### src/rtl/othello_pkg.sv
// Shared constants, state encoding and command payload for the Othello board writer.
// Also provides a row-mask helper used when the flip mask is applied one row at a time.
package othello_pkg;

  localparam int unsigned NUM_SQ   = 64;
  localparam int unsigned NUM_ROWS = 8;
  localparam int unsigned ROW_LEN  = NUM_SQ / NUM_ROWS;
  localparam int unsigned SQ_W     = $clog2(NUM_SQ);
  localparam int unsigned ROW_W    = $clog2(NUM_ROWS);
  localparam int unsigned OP_W     = 2;

  localparam logic [OP_W-1:0] OP_MOVE = 2'b00;
  localparam logic [OP_W-1:0] OP_PASS = 2'b01;
  localparam logic [OP_W-1:0] OP_NEW  = 2'b10;
  localparam logic [OP_W-1:0] OP_RSV  = 2'b11;

  localparam logic [NUM_SQ-1:0] START_B_POS = 64'h0000_0008_1000_0000;
  localparam logic [NUM_SQ-1:0] START_R_POS = 64'h0000_0010_0800_0000;

  typedef enum logic [1:0] {
    IDLE  = 2'd0,
    CHECK = 2'd1,
    APPLY = 2'd2,
    DONE  = 2'd3
  } fsmState;

  typedef struct packed {
    logic [OP_W-1:0]   op;
    logic              player;
    logic [SQ_W-1:0]   pos;
    logic [NUM_SQ-1:0] flip;
  } moveCmd;

  // All squares belonging to one board row.
  function automatic logic [NUM_SQ-1:0] rowMask(input logic [ROW_W-1:0] row);
    return NUM_SQ'({ROW_LEN{1'b1}}) << (32'(row) * ROW_LEN);
  endfunction

endpackage

### src/rtl/othello_move_check.sv
// Combinational legality check of a captured command against the current board and turn.
// Flags reserved ops, wrong-turn MOVE/PASS and malformed MOVE squares or flip masks.
module othello_move_check
  import othello_pkg::*;
(
  input  logic [NUM_SQ-1:0] B,
  input  logic [NUM_SQ-1:0] R,
  input  logic              turn,
  input  moveCmd            cmd,
  output logic              illegal_c
);

  logic [NUM_SQ-1:0] oppBoard;
  logic              isMove;
  logic              turnChecked;
  logic              occupied;
  logic              badFlip;

  always_comb begin
    oppBoard    = cmd.player ? B : R;
    isMove      = (cmd.op == OP_MOVE);
    turnChecked = (cmd.op == OP_MOVE) || (cmd.op == OP_PASS);
    occupied    = B[cmd.pos] | R[cmd.pos];
    // Flips must be non-empty, only hit opponent pieces, and never the placed square.
    badFlip     = (cmd.flip == '0) || ((cmd.flip & ~oppBoard) != '0) || cmd.flip[cmd.pos];
    illegal_c   = (cmd.op == OP_RSV)
                || (turnChecked && (cmd.player != turn))
                || (isMove && (occupied || badFlip));
  end

endmodule

### src/rtl/othello_board_writer.sv
// Authoritative Othello board: accepts MOVE/PASS/NEW_GAME, validates, places the piece,
// then flips one board row per cycle so the display sees a fixed update rate.
module othello_board_writer
  import othello_pkg::*;
#(
  parameter logic [NUM_SQ-1:0] START_B = START_B_POS,
  parameter logic [NUM_SQ-1:0] START_R = START_R_POS
) (
  input  logic              clk,
  input  logic              RST,
  input  logic              cmd_valid,
  output logic              cmd_ready,
  input  logic [OP_W-1:0]   cmd_op,
  input  logic              cmd_player,
  input  logic [SQ_W-1:0]   cmd_pos,
  input  logic [NUM_SQ-1:0] cmd_flip,
  output logic [NUM_SQ-1:0] B,
  output logic [NUM_SQ-1:0] R,
  output logic              turn,
  output logic              busy,
  output logic              done,
  output logic              err
);

  fsmState            state, stateNext;
  moveCmd             cap, capNext;
  logic [ROW_W-1:0]   rowCnt, rowNext;
  logic [NUM_SQ-1:0]  bNext, rNext;
  logic [NUM_SQ-1:0]  posMask, rowFlip;
  logic               turnNext, doneNext, errNext, readyNext, busyNext;
  logic               illegal;

  othello_move_check u_check (
    .B         (B),
    .R         (R),
    .turn      (turn),
    .cmd       (cap),
    .illegal_c (illegal)
  );

  always_ff @(posedge clk or posedge RST) begin
    if (RST) begin
      state     <= IDLE;
      cap       <= '0;
      rowCnt    <= '0;
      B         <= START_B;
      R         <= START_R;
      turn      <= 1'b0;
      cmd_ready <= 1'b1;
      busy      <= 1'b0;
      done      <= 1'b0;
      err       <= 1'b0;
    end else begin
      state     <= stateNext;
      cap       <= capNext;
      rowCnt    <= rowNext;
      B         <= bNext;
      R         <= rNext;
      turn      <= turnNext;
      cmd_ready <= readyNext;
      busy      <= busyNext;
      done      <= doneNext;
      err       <= errNext;
    end
  end

  // Next-state, board update and registered status outputs.
  always_comb begin
    stateNext = state;
    capNext   = cap;
    rowNext   = rowCnt;
    bNext     = B;
    rNext     = R;
    turnNext  = turn;
    doneNext  = 1'b0;
    errNext   = 1'b0;
    posMask   = NUM_SQ'(1) << cap.pos;
    rowFlip   = cap.flip & rowMask(rowCnt);

    unique case (state)
      IDLE: begin
        if (cmd_valid && cmd_ready) begin
          capNext   = '{op: cmd_op, player: cmd_player, pos: cmd_pos, flip: cmd_flip};
          stateNext = CHECK;
        end
      end
      CHECK: begin
        if (illegal) begin
          errNext   = 1'b1;
          doneNext  = 1'b1;
          stateNext = DONE;
        end else if (cap.op == OP_PASS) begin
          turnNext  = ~turn;
          doneNext  = 1'b1;
          stateNext = DONE;
        end else if (cap.op == OP_NEW) begin
          bNext     = START_B;
          rNext     = START_R;
          turnNext  = 1'b0;
          doneNext  = 1'b1;
          stateNext = DONE;
        end else begin
          if (cap.player) rNext = R | posMask;
          else            bNext = B | posMask;
          rowNext   = '0;
          stateNext = APPLY;
        end
      end
      APPLY: begin
        // Flip bits are a subset of the opponent board, so B & R stays zero.
        if (cap.player) begin
          rNext = R | rowFlip;
          bNext = B & ~rowFlip;
        end else begin
          bNext = B | rowFlip;
          rNext = R & ~rowFlip;
        end
        rowNext = rowCnt + ROW_W'(1);
        if (rowCnt == ROW_W'(NUM_ROWS - 1)) begin
          turnNext  = ~turn;
          doneNext  = 1'b1;
          stateNext = DONE;
        end
      end
      DONE: begin
        stateNext = IDLE;
      end
      default: begin
        stateNext = IDLE;
      end
    endcase

    readyNext = (stateNext == IDLE);
    busyNext  = (stateNext != IDLE);
  end

endmodule

### config.mk
export PLATFORM = sky130hd
export DESIGN_NAME = othello_board_writer
export DESIGN_NICKNAME = d
export VERILOG_FILES = /design/src/rtl/othello_pkg.sv /design/src/rtl/othello_move_check.sv /design/src/rtl/othello_board_writer.sv
export SDC_FILE = /design/constraint.sdc
export NUM_CORES = 1
export LEC_CHECK = 0
export CAP_MARGIN = 20
export CORE_MARGIN = 2
export CORE_UTILIZATION = 50
export CTS_BUF_LIST = sky130_fd_sc_hd__clkbuf_2 sky130_fd_sc_hd__clkbuf_4 sky130_fd_sc_hd__clkbuf_8
export DETAILED_ROUTE_END_ITERATION = 12
export PLACE_DENSITY = 0.86
export SLEW_MARGIN = 10
export SYNTH_ARGS = -nofsm -noshare
export SYNTH_HDL_FRONTEND = slang
export SYNTH_SLANG_ARGS = --single-unit
### constraint.sdc
create_clock -name clk -period 15.85 [get_ports clk]
set_input_delay 1.585 -clock clk [delete_from_list [all_inputs] [get_ports clk]]
set_output_delay 1.585 -clock clk [all_outputs]
set_load 0.01 [all_outputs]
==> flow_metrics.tcl, run 1 <==
set metrics [dict create \
    worstPathArrival_ns 5.86 \
    ys.warnings.count 0 \
    post_synth.cell_area_avg_um2 8.30 \
    ant_nets 0 \
    setup_viol 0 \
    fin_crit_ns 5.47 \
    nFillCells 2357 \
    cp_num_buf_inv 2 \
    ios 209 \
    slew_viol_final 0 \
    die_h_um 172 \
    initial_core_util_pct 50.7 \
    layout_common_cells "nand2_1 (334), a21oi_1 (284), clkdlybuf4s50_1 (208)" \
    async_flop_share_pct 100 \
    clock_sinks 211 \
    cp-startpoint "cap[70]" \
    drc 0 \
    postPlaceCellArea_um2 16200 \
    clk_latency_ns 0.55 \
    wirelength_um 60200 \
    clkTransAtPathRegs_ns 0.06 \
    path_delay_family "compound AO/OA/AOI/OAI gates" \
    cp-end-kind "flip-flop" \
    clockRootBuffer "clkbuf_8" \
    area_growth_pct 21.8 \
    rsz0062_at_grt "no" \
    pwr_density_cell_nw_per_um2 251 \
    critPathRequiredTime_ns 16.24 \
    grt_pass1_wl_um 89900 \
    netlist_area_um2 14000 \
    clockBufferDepth 3 \
    slew_headroom_pct 19.0 \
    grt_max_degree 88 \
    numCtsBuffers 38 \
    final_common_cell "nand2_1" \
    startpoint_type "flip-flop" \
    min_period_over_period_pct 34.5 \
    rrSetupSlack_ns 10.38 \
    die-width_um 172 \
    first_iter_violations 2645 \
    hold_class "reg2reg" \
    hold_buffers 0 \
    skew_ns 0.0192 \
    p_leak_nw 7.09 \
    port_buffers 208 \
    r2r_start "cap[70]" \
    ys_ff_latch 211 \
    max_slew.worst_pin.slew_ns 1.21 \
    antenna_found_initial 0 \
    ys.flop_type "dfrtp_1" \
    drtPass1Iterations 9 \
    post-cts-setup-buffers 0 \
    final_nets 1916 \
    syn_inst 1692 \
    vias 15533 \
    row_count 61 \
    gp_congestion 0.985 \
    utilization_pct 61.7 \
    worstHoldStart "cap[72]" \
    rr_worst_depth 11 \
    seq_area_um2 5290 \
    drv_cap 0 \
    max_freq_mhz 183 \
    track_usage_pct 40.4 \
    hpwl_um 40800 \
    viasPerCell 6.96 \
    antenna_cells 0 \
    fin_setup_tns_ns 0 \
    ys_seq_area_share_pct 37.6 \
    synth.distinct_cells 60 \
    htreeDepth 2 \
    multi_input_area_um2 8130 \
    drive_gt1_share_pct 11.2 \
    peakVddDrop_uv 137 \
    path_cells "buf_4 > mux2i_1 > a22oi_1 > nand4_1 > a211oi_2 > nand4_1 > a311oi_4 > a21oi_4 > o22ai_4 > buf_4 > a22oi_1" \
    path_max_fanout 52 \
    synth_edf_count 0 \
    avgRoutedWirePerCell_um 27.0 \
    cts-resized-gates 0 \
    grt_overflow 0 \
    syn-num-nets 1781 \
    core_area_um2 27700 \
    grt_pass1_vias 14384 \
    worstSetupPathDepth 11 \
    cpPeakStageDelay_ns 0.88 \
    tritoncts "built" \
    dieArea_um2 29400 \
    path_class "reg2reg" \
    fin_area_um2 17100 \
    slowest_stage "dfrtp_4" \
    status "finished clean" \
    hold_viol 0 \
]
worst register-to-register path, delay by kind of cell, from the launching register on:
family | cells | cell delay (ns)
flops | 1 | 0.88
mux | 1 | 0.29
buf+inv | 2 | 1.36
compound gates | 6 | 2.29
simple gates | 2 | 0.50
where the power goes:
part           total (mW)  switching (mW)  leakage (nW)  internal, mW
sequential           1.29           0.515          2.62         0.775
clock               0.591           0.242         0.453         0.349
combinational        2.42            1.50          4.03         0.920
how the worst min path moves through the flow:
stage          cells past startpoint      end  slack [ns]
6_report                           1  cap[72]        0.56
2_1_floorplan                      1  cap[72]        0.51
5_1_grt                            1  cap[72]        0.59
3_5_place_dp                       1  cap[72]        0.55
3_3_place_gp                       1  cap[72]        0.54
4_1_cts                            1  cap[72]        0.56
synthesized netlist by cell type (16+ instances only):
cell type | instances | area (µm²)
o21ai_0 | 49 | 245
nor3_1 | 30 | 150
buf_2 | 37 | 185
nor2_1 | 64 | 240
inv_1 | 16 | 60.1
nor4_1 | 22 | 138
nand2b_1 | 20 | 125
nand2_1 | 335 | 1260
nand3_1 | 61 | 305
mux2i_1 | 73 | 731
dfrtp_1 | 206 | 5150
a21oi_1 | 284 | 1420
mux4_2 | 18 | 405
mux2_2 | 75 | 845
a31oi_1 | 60 | 375
clkbuf_1 | 83 | 312
a22oi_1 | 95 | 713
nand4_1 | 22 | 138
routing by layer:
layer  global-route usage [%]  vias to the layer above  wire [µm]
li1                         -                     6508          -
met1                     56.1                     7317      23000
met2                     60.6                     1425      26300
met3                     9.71                      283       7990
met4                     16.8                        0       2850
met5                        0                        -          0
kinds of logic (layout without fill, tap and decap cells):
logic type	Yosys count	count (layout)	synth area share, %
mux	166	166	14.1
simple gates	594	594	18.6
fa+ha+maj	13	13	1.16
buf+inv	154	316	4.69
flops	211	211	37.6
xor+xnor	1	1	0.0624
compound gates	553	553	23.7
area by class of cell:
type	count	share of cell area [%]
multi-input cells	1327	47.6
clock buffers	61	4.40
flip-flops and latches	211	31.0
repair buffers	231	13.3
inverters	18	0.439
well taps	378	2.77
clock inverters	6	0.629
per-stage QoR:
| stage | setup WS, ns | hold WS (ns) | power (mW) | cells |
|---|---|---|---|---|
| 6_report | 10.38 | 0.561 | 4.30 | 2232 |
| 5_1_grt | 10.38 | 0.588 | 4.47 | 2232 |
| 4_1_cts | 10.65 | 0.562 | 4.18 | 2231 |
| 3_5_place_dp | 10.69 | 0.549 | 3.59 | 2164 |
| 3_3_place_gp | 10.79 | 0.537 | 3.52 | 2164 |
| 2_1_floorplan | 8.51 | 0.506 | 2.57 | 1692 |
Note: power is estimated with default switching activity, not from simulation.
==> inputs of run 2 (changes only) <==
clock period = 5.73 ns   (was 15.85 ns; I/O delays follow)
==> run 2 against run 1 <==
Against the previous run: clock skew grew 0.0024 ns; sequential cell count is the same; power grew to 2.8 times the previous value; core utilization grew 0.39 points; critical path depth grew 1; final cell count grew 0.45%; die area is the same; via count grew 0.71%; global-route usage shrank 0.63 points; largest power group unchanged; critical path type unchanged; sequential share of layout area shrank 0.20 points; register-to-register slack lost 9.3 ns.
==> flow_metrics.tcl, run 2 (synthesis results as in run 1) <==
set metrics [dict create \
    slew_viol_final 0 \
    initial_core_util_pct 50.7 \
    fin_crit_ns 4.63 \
    ios 209 \
    p_leak_nw 7.15 \
    clockRootBuffer "clkbuf_8" \
    port_buffers 208 \
    core_area_um2 27700 \
    grt_pass1_wl_um 89300 \
    pwr_density_cell_nw_per_um2 693 \
    viasPerCell 6.98 \
    avgRoutedWirePerCell_um 26.5 \
    ant_nets 0 \
    drtPass1Iterations 9 \
    clkTransAtPathRegs_ns 0.07 \
    fin_cells 2242 \
    peakVddDrop_uv 358 \
    min_period_over_period_pct 80.8 \
    final_common_cell "nand2_1" \
    hpwl_um 40500 \
    hold_class "in2async" \
    status "finished clean" \
    final_nets 1925 \
    row_count 61 \
    drc 0 \
    startpoint_type "flip-flop" \
    dpl_worst_slack_ns 1.39 \
    antenna_found_initial 0 \
    vias 15643 \
    path_max_fanout 49 \
    track_usage_pct 39.8 \
    post-cts-setup-buffers 0 \
    tritoncts "built" \
    first_iter_violations 2581 \
    fin_area_um2 17200 \
    multi_input_area_um2 8130 \
    rsz0062_at_grt "no" \
    grt_overflow 0 \
    cp-end-kind "flip-flop" \
    dp_cells 2172 \
    wirelength_um 59400 \
    die_h_um 172 \
    antenna_cells 0 \
    clockBufferDepth 3 \
    power_mw 11.9 \
    layout_common_cells "nand2_1 (334), a21oi_1 (284), clkdlybuf4s50_1 (208)" \
    nFillCells 2310 \
    area_growth_pct 22.6 \
    seq_area_um2 5290 \
    htreeDepth 2 \
    skew_ns 0.0216 \
    utilization_pct 62.1 \
    dieArea_um2 29400 \
    gp_congestion 1.06 \
    setup_viol 0 \
    setup_slack_ns 1.10 \
    cts-resized-gates 0 \
    critPathRequiredTime_ns 6.18 \
    postPlaceCellArea_um2 16300 \
    clk_latency_ns 0.56 \
    hold_ws_ns 0.347 \
    numCtsBuffers 38 \
    grt_max_degree 74 \
    slew_headroom_pct 25.6 \
    drv_cap 0 \
    hold_viol 0 \
    drive_gt1_share_pct 11.7 \
    fin_setup_tns_ns 0 \
    clock_sinks 211 \
    max_slew.worst_pin.slew_ns 1.11 \
    max_freq_mhz 216 \
    grt_pass1_vias 14479 \
    worstPathArrival_ns 5.08 \
    die-width_um 172 \
    path_class "reg2reg" \
    hold_buffers 0 \
]
==> run 2: cell types whose count changed in the layout (fill, tap and decap cells not counted) <==
cell / before / now
buf_4: 22 / 26
clkbuf_8: 47 / 49
buf_8: 0 / 1
buf_12: 1 / 5
bufinv_16: 3 / 2
clkbuf_4: 14 / 11
clkinv_2: 2 / 6
inv_8: 1 / 0
==> run 2: area by class of cell <==
cell class,count,area share [%]
Clock inverter,8,0.523
Multi-Input combinational cell,1327,47.3
Sequential cell,211,30.8
Inverter,18,0.414
Tap cell,378,2.75
Clock buffer,60,4.40
Timing Repair Buffer,240,13.9
==> run 2: worst paths after layout <==
kind                       cells past startpoint                          to    start  slack (ns)
setup / recovery                              12                   flip-flop  cap[64]        1.10
hold / removal                                 2                     cap[35]      RST        0.35
setup reg to reg                              12                   flip-flop  cap[64]        1.10
hold reg to reg                                1                     cap[72]  cap[72]        0.57
max in group asynchronous                      4  asynchronous set/reset pin      RST        3.88
min in group clk                               1                     cap[72]  cap[72]        0.57
==> run 2: routing by layer <==
metal | vias to the layer above | share of wire [%] | track usage [%]
met5 | - | 0 | 0
met1 | 7377 | 37 | 53.9
met3 | 328 | 14 | 10.4
li1 | 6516 | - | -
met2 | 1422 | 43 | 59.9
met4 | 0 | 5.8 | 18.0
==> run 2: power breakdown <==
| part | leakage [nW] | switching (mW) | internal, mW |
|---|---|---|---|
| clock network | 0.455 | 0.686 | 0.929 |
| registers | 2.62 | 1.47 | 2.14 |
| logic | 4.08 | 4.09 | 2.62 |
==> run 2: critical path: stages, from the launching register on <==
cell       delay, ns
dfrtp_2         0.99
buf_12          0.28
nor2b_1         0.06
buf_4           0.24
a2111oi_0       0.46
a211oi_1        0.14
o211a_1         0.19
a311oi_1        0.59
a31oi_1         0.27
a21oi_4         0.43
o22ai_4         0.26
buf_12          0.26
a22oi_1         0.25
